**src/rtl/sha256_msg_sched.sv**
```systemverilog
// SHA-256 message schedule: accepts one 512-bit padded block and streams
// W_t together with K_t and the round index t, one round per handshake.
// A 16-word sliding window produces W_16..W_63 on the fly.
// Optional feature macro: MSG_SCHED_B2B_EN (accept the next block during the
// round-63 handshake so consecutive blocks stream without a bubble).
module sha256_msg_sched (
  input  logic         clk,
  input  logic         rst,
  input  logic         blk_valid,
  output logic         blk_ready,
  input  logic [511:0] blk_data,
  output logic         wt_valid,
  input  logic         wt_ready,
  output logic [31:0]  Wt_o,
  output logic [31:0]  Kt_o,
  output logic [5:0]   round_o,
  output logic         last_o,
  output logic         busy
);

  typedef enum logic {IDLE, RUN} state_t;

  localparam logic [31:0] K_ROM [64] = '{
    32'h428a2f98, 32'h71374491, 32'hb5c0fbcf, 32'he9b5dba5,
    32'h3956c25b, 32'h59f111f1, 32'h923f82a4, 32'hab1c5ed5,
    32'hd807aa98, 32'h12835b01, 32'h243185be, 32'h550c7dc3,
    32'h72be5d74, 32'h80deb1fe, 32'h9bdc06a7, 32'hc19bf174,
    32'he49b69c1, 32'hefbe4786, 32'h0fc19dc6, 32'h240ca1cc,
    32'h2de92c6f, 32'h4a7484aa, 32'h5cb0a9dc, 32'h76f988da,
    32'h983e5152, 32'ha831c66d, 32'hb00327c8, 32'hbf597fc7,
    32'hc6e00bf3, 32'hd5a79147, 32'h06ca6351, 32'h14292967,
    32'h27b70a85, 32'h2e1b2138, 32'h4d2c6dfc, 32'h53380d13,
    32'h650a7354, 32'h766a0abb, 32'h81c2c92e, 32'h92722c85,
    32'ha2bfe8a1, 32'ha81a664b, 32'hc24b8b70, 32'hc76c51a3,
    32'hd192e819, 32'hd6990624, 32'hf40e3585, 32'h106aa070,
    32'h19a4c116, 32'h1e376c08, 32'h2748774c, 32'h34b0bcb5,
    32'h391c0cb3, 32'h4ed8aa4a, 32'h5b9cca4f, 32'h682e6ff3,
    32'h748f82ee, 32'h78a5636f, 32'h84c87814, 32'h8cc70208,
    32'h90befffa, 32'ha4506ceb, 32'hbef9a3f7, 32'hc67178f2
  };

  state_t      state_q, state_d;
  logic [31:0] w_q [16];
  logic [31:0] w_d [16];
  logic [5:0]  round_q, round_d;
  logic        load;
  logic        adv;
  logic        last_rnd;
  logic [31:0] w_new;

  function automatic logic [31:0] rotr(input logic [31:0] x, input int unsigned n);
    return (x >> n) | (x << (32 - n));
  endfunction

  function automatic logic [31:0] sig0(input logic [31:0] x);
    return rotr(x, 7) ^ rotr(x, 18) ^ (x >> 3);
  endfunction

  function automatic logic [31:0] sig1(input logic [31:0] x);
    return rotr(x, 17) ^ rotr(x, 19) ^ (x >> 10);
  endfunction

  // Handshakes, window expansion and next-state selection
  always_comb begin
    last_rnd  = (round_q == 6'd63);
    adv       = (state_q == RUN) && wt_ready;
    blk_ready = 1'b0;
    if (!rst) begin
      if (state_q == IDLE) begin
        blk_ready = 1'b1;
      end
`ifdef MSG_SCHED_B2B_EN
      else if (last_rnd && wt_ready) begin
        blk_ready = 1'b1;
      end
`endif
    end
    load  = blk_valid && blk_ready;
    w_new = sig1(w_q[14]) + w_q[9] + sig0(w_q[1]) + w_q[0];

    state_d = state_q;
    round_d = round_q;
    w_d     = w_q;
    // A load in RUN only happens alongside the round-63 handshake, so it
    // simply overrides the shift that would otherwise occur.
    if (load) begin
      for (int unsigned i = 0; i < 16; i++) begin
        w_d[i] = blk_data[32*(15-i) +: 32];
      end
      round_d = '0;
      state_d = RUN;
    end else if (adv) begin
      for (int unsigned i = 0; i < 15; i++) begin
        w_d[i] = w_q[i+1];
      end
      w_d[15] = w_new;
      round_d = round_q + 6'd1;
      if (last_rnd) begin
        state_d = IDLE;
      end
    end
  end

  // State, window and round registers with synchronous reset
  always_ff @(posedge clk) begin
    if (rst) begin
      state_q <= IDLE;
      round_q <= '0;
      for (int unsigned i = 0; i < 16; i++) begin
        w_q[i] <= '0;
      end
    end else begin
      state_q <= state_d;
      round_q <= round_d;
      for (int unsigned i = 0; i < 16; i++) begin
        w_q[i] <= w_d[i];
      end
    end
  end

  // Output mapping: W from the window head register, K from the round index
  always_comb begin
    wt_valid = (state_q == RUN);
    busy     = (state_q == RUN);
    Wt_o     = w_q[0];
    Kt_o     = K_ROM[round_q];
    round_o  = round_q;
    last_o   = (state_q == RUN) && last_rnd;
  end

endmodule

```
**config.mk**
```make
export PLATFORM = sky130hd
export DESIGN_NAME = sha256_msg_sched
export DESIGN_NICKNAME = d
export VERILOG_FILES = /design/src/rtl/sha256_msg_sched.sv
export SDC_FILE = /design/constraint.sdc
export NUM_CORES = 2
export LEC_CHECK = 0
export ABC_AREA = 1
export BUFFER_PORTS_ARGS = -buffer_cell sky130_fd_sc_hd__buf_2
export CAP_MARGIN = 20
export CORE_MARGIN = 2
export CORE_UTILIZATION = 45
export CTS_CLUSTER_DIAMETER = 200
export DETAILED_ROUTE_END_ITERATION = 8
export MAX_ROUTING_LAYER = met4
export PLACE_DENSITY_LB_ADDON = 0.05
export REMOVE_ABC_BUFFERS = 1
export SYNTH_ARGS = -nofsm -noshare
export SYNTH_HDL_FRONTEND = slang
export SYNTH_SLANG_ARGS = --single-unit
```
**constraint.sdc**
```tcl
create_clock -name clk -period 3.9 [get_ports clk]
set_input_delay 0 -clock clk [delete_from_list [all_inputs] [get_ports clk]]
set_output_delay 0 -clock clk [all_outputs]
set_load 0.01 [all_outputs]
```
==> impl_metrics.tcl <==
set metrics [dict create \
    peakVddDrop_mv 0.435 \
    cts_buffers 57 \
    ys_seq_area_frac 0.357 \
    seqCellArea_mm2 0.0104 \
    multiInputGateArea_mm2 0.0160 \
    end_kind "flip-flop" \
    fp.dieArea_mm2 0.0667 \
    detail-route-antenna-nets 0 \
    synth_compound_area_frac 0.289 \
    hold_violations 0 \
    path_max_fanout 5 \
    maxSlewHeadroom 0.294 \
    maxSlewViolCount 0 \
    p_int_uw 11300 \
    die_y_um 258 \
    grt_overflow 0 \
    tightest_slew_ns 1.06 \
    status "completed" \
    core-area_mm2 0.0642 \
    synth_top_family_by_area "compound AO/OA/AOI/OAI gates" \
    routed_wl_mm 135 \
    cts_tree "built" \
    fmax_mhz 271 \
    worstRegToRegCells 14 \
    synth_area_per_cell_um2 7.01 \
    pin_count 590 \
    worstSkewPairLatency_ns 0.65 \
    gp_congestion 1.09 \
    maxCapViolCount 0 \
    drive_above_1_share 0.153 \
    period_share 0.947 \
    drc_errors 0 \
    totalNegativeSetupSlack_ns 0 \
    p_clk_frac 0.311 \
    final_core_util 0.620 \
    swShare 0.368 \
    dp_slack_ns 0.191 \
    path_clk_slew_ns 0.06 \
    ys_ff_latch 519 \
    final_common_cell "nand2_1" \
    port_buffers 589 \
    clk_path_buf_depth 3 \
    synth_area_leaders "dfxtp_1 36%, o21ai_0 15%, nand2_1 12%" \
    p_comb_frac 0.345 \
    chipWidth_um 258 \
    num-nets-final 5712 \
    leakage_uw 0.0173 \
    synthArstFlopShare 0 \
    switchingPower_uw 6580 \
    pwr-share-seq 0.344 \
    ys.flop_type "dfxtp_1" \
    synthXorXnorAreaFrac 0.0406 \
    synth_top_area_share 0.357 \
    yosys_warnings 0 \
    crit_type "flip-flop to flip-flop" \
    synth_area_mm2 0.0291 \
    dp_hpwl_mm 92.1 \
    hold_path.class "input pin to flip-flop" \
    num_rows 93 \
    synth_cells 4150 \
    grt_first_pass_wirelength_mm 201 \
    track_usage 0.398 \
    clkSinkCount 519 \
    n_fill_cell 5889 \
    clk_root_buffer_cell "clkbuf_16" \
    setup_viol 0 \
    arrival_ns 4.26 \
    cp_data_required_time_ns 4.47 \
    drt-vias-per-instance 5.68 \
    grt_max_degree 219 \
    hold_depth 4 \
    grt_pass1_vias 33000 \
    synthMuxAreaShare 0 \
    mostFrequentLayoutCells "918 x nand2_1, 854 x o21ai_0, 588 x buf_2, 545 x dlygate4sd3_1, 518 x dfxtp_1" \
    areaGrowthSynthToFinish_pct 36.8 \
    start_util 0.453 \
    first_iter_violations 3771 \
    synth_cell_types 50 \
    wl_per_cell_um 22.4 \
    synth.largest_area_cell "dfxtp_1" \
    via_count 34200 \
    antenna_found_initial 23 \
    setup_ws_ns 0.205 \
    first_pass_iters 9 \
    post-route-min-period_ns 3.70 \
    htree_levels 2 \
    synth-simple-area-share 0.154 \
    synth-edff-count 0 \
    skew_ns 0.0232 \
    power.density_mw_per_mm2 450 \
    synthAdderAreaFrac 0.0633 \
    cp-start-kind "flip-flop" \
]
==> metal layers <==
layer | vias to the layer above | track usage | routed length [µm]
met3 | 359 | 0.0737 | 11100
met5 | - | - | 0
met1 | 16200 | 0.502 | 55400
met2 | 1779 | 0.625 | 61800
li1 | 15800 | - | -
met4 | 0 | 0.174 | 6400
==> sequential cells by signal, indices dropped and copies added, names as in the netlist <==
| signal | count |
|---|---|
| round_o | 6 |
| busy | 1 |
| w_q | 480 |
| Wt_o | 32 |
==> cells in the mapped netlist (2+ instances only) <==
| library cell | n |
|---|---|
| nor4_1 | 2 |
| buf_6 | 2 |
| nand2_1 | 918 |
| nand4_1 | 5 |
| a211oi_1 | 3 |
| inv_4 | 2 |
| o221ai_1 | 4 |
| clkbuf_1 | 176 |
| o311ai_0 | 7 |
| a31oi_1 | 41 |
| a32o_1 | 2 |
| xnor2_1 | 68 |
| xor2_1 | 67 |
| and2_1 | 2 |
| ha_1 | 48 |
| a22oi_1 | 3 |
| o21ai_0 | 854 |
| a21oi_1 | 475 |
| fa_1 | 62 |
| o22ai_1 | 8 |
| nor3_1 | 13 |
| o31ai_1 | 2 |
| buf_2 | 123 |
| and3_1 | 2 |
| nand2_2 | 2 |
| nand3b_1 | 6 |
| buf_1 | 2 |
| inv_1 | 297 |
| o211ai_1 | 17 |
| buf_4 | 43 |
| nand3_1 | 75 |
| a221oi_1 | 62 |
| nor2_1 | 113 |
| o21ai_1 | 93 |
| dfxtp_1 | 519 |
| o21bai_1 | 9 |
| or2_2 | 4 |
| nor2_4 | 2 |
| inv_2 | 5 |
| o32ai_1 | 2 |
==> worst max-delay path, cell delays in order, from the launching register on <==
cell	delay (ns)
dfxtp_1	0.53
xnor2_1	0.18
xor2_1	0.20
fa_1	0.50
fa_1	0.52
inv_1	0.05
ha_1	0.39
nand2_1	0.12
nor2_1	0.27
and3_1	0.22
nand2_1	0.06
nand2_1	0.14
xor2_1	0.23
nand2_1	0.08
a31oi_1	0.15
==> path summary, 6_finish.rpt <==
path | start | to | slack (ns)
min | blk_valid | Wt_o[1] | 0.05
max | w_q[478] | w_q[14] | 0.20
min reg2reg | w_q[18] | w_q[18] | 0.47
max reg2reg | w_q[478] | w_q[14] | 0.20
==> timing repair <==
| item | 4_1_cts | 5_1_grt |
|---|---|---|
| hold buffers | 545 | 0 |
| resized for setup | 0 | 2 |
| endpoints found under the hold margin | 513 | 0 |
| setup endpoints to repair | 0 | 3 |
| buffers inserted | 0 | 0 |
==> stage by stage <==
step	std cells	total power, µW	hold slack (ns)	cell area [µm²]
3_3_place_gp	5337	11800	0.257	32400
5_1_grt	6007	18800	0.0586	39800
4_1_cts	5984	17800	0.000444	39700
6_report	6012	17900	0.0461	39800
2_1_floorplan	3804	9790	0.0338	27500
3_5_place_dp	5337	11800	0.256	32400
==> power groups by stage <==
stage	registers [µW]	clock network [µW]	logic, µW
after detailed placement	6250	0	5580
after CTS	6140	5610	6090
final	6160	5570	6180
after global routing	6200	5820	6810
after floorplan	6120	0	3670
after global placement	6250	0	5580
==> layout make-up <==
class / instances / share of cell area
multi-input combinational: 2981 / 0.401
sequential: 519 / 0.261
timing repair buffer: 1223 / 0.231
clock buffer: 89 / 0.0429
inverter: 304 / 0.0296
tap: 855 / 0.0269
clock inverter: 13 / 0.00519
antenna: 28 / 0.00176
==> cells by family after synthesis <==
kind of cell               Yosys count
adders and majority gates          110
xor gates and xnor gates           135
AOI/OAI and AO/OA                 1590
DFF                                519
and+or+nand+nor                   1146
buffers and inverters              650
No activity file was read; power rests on OpenSTA's default activity.
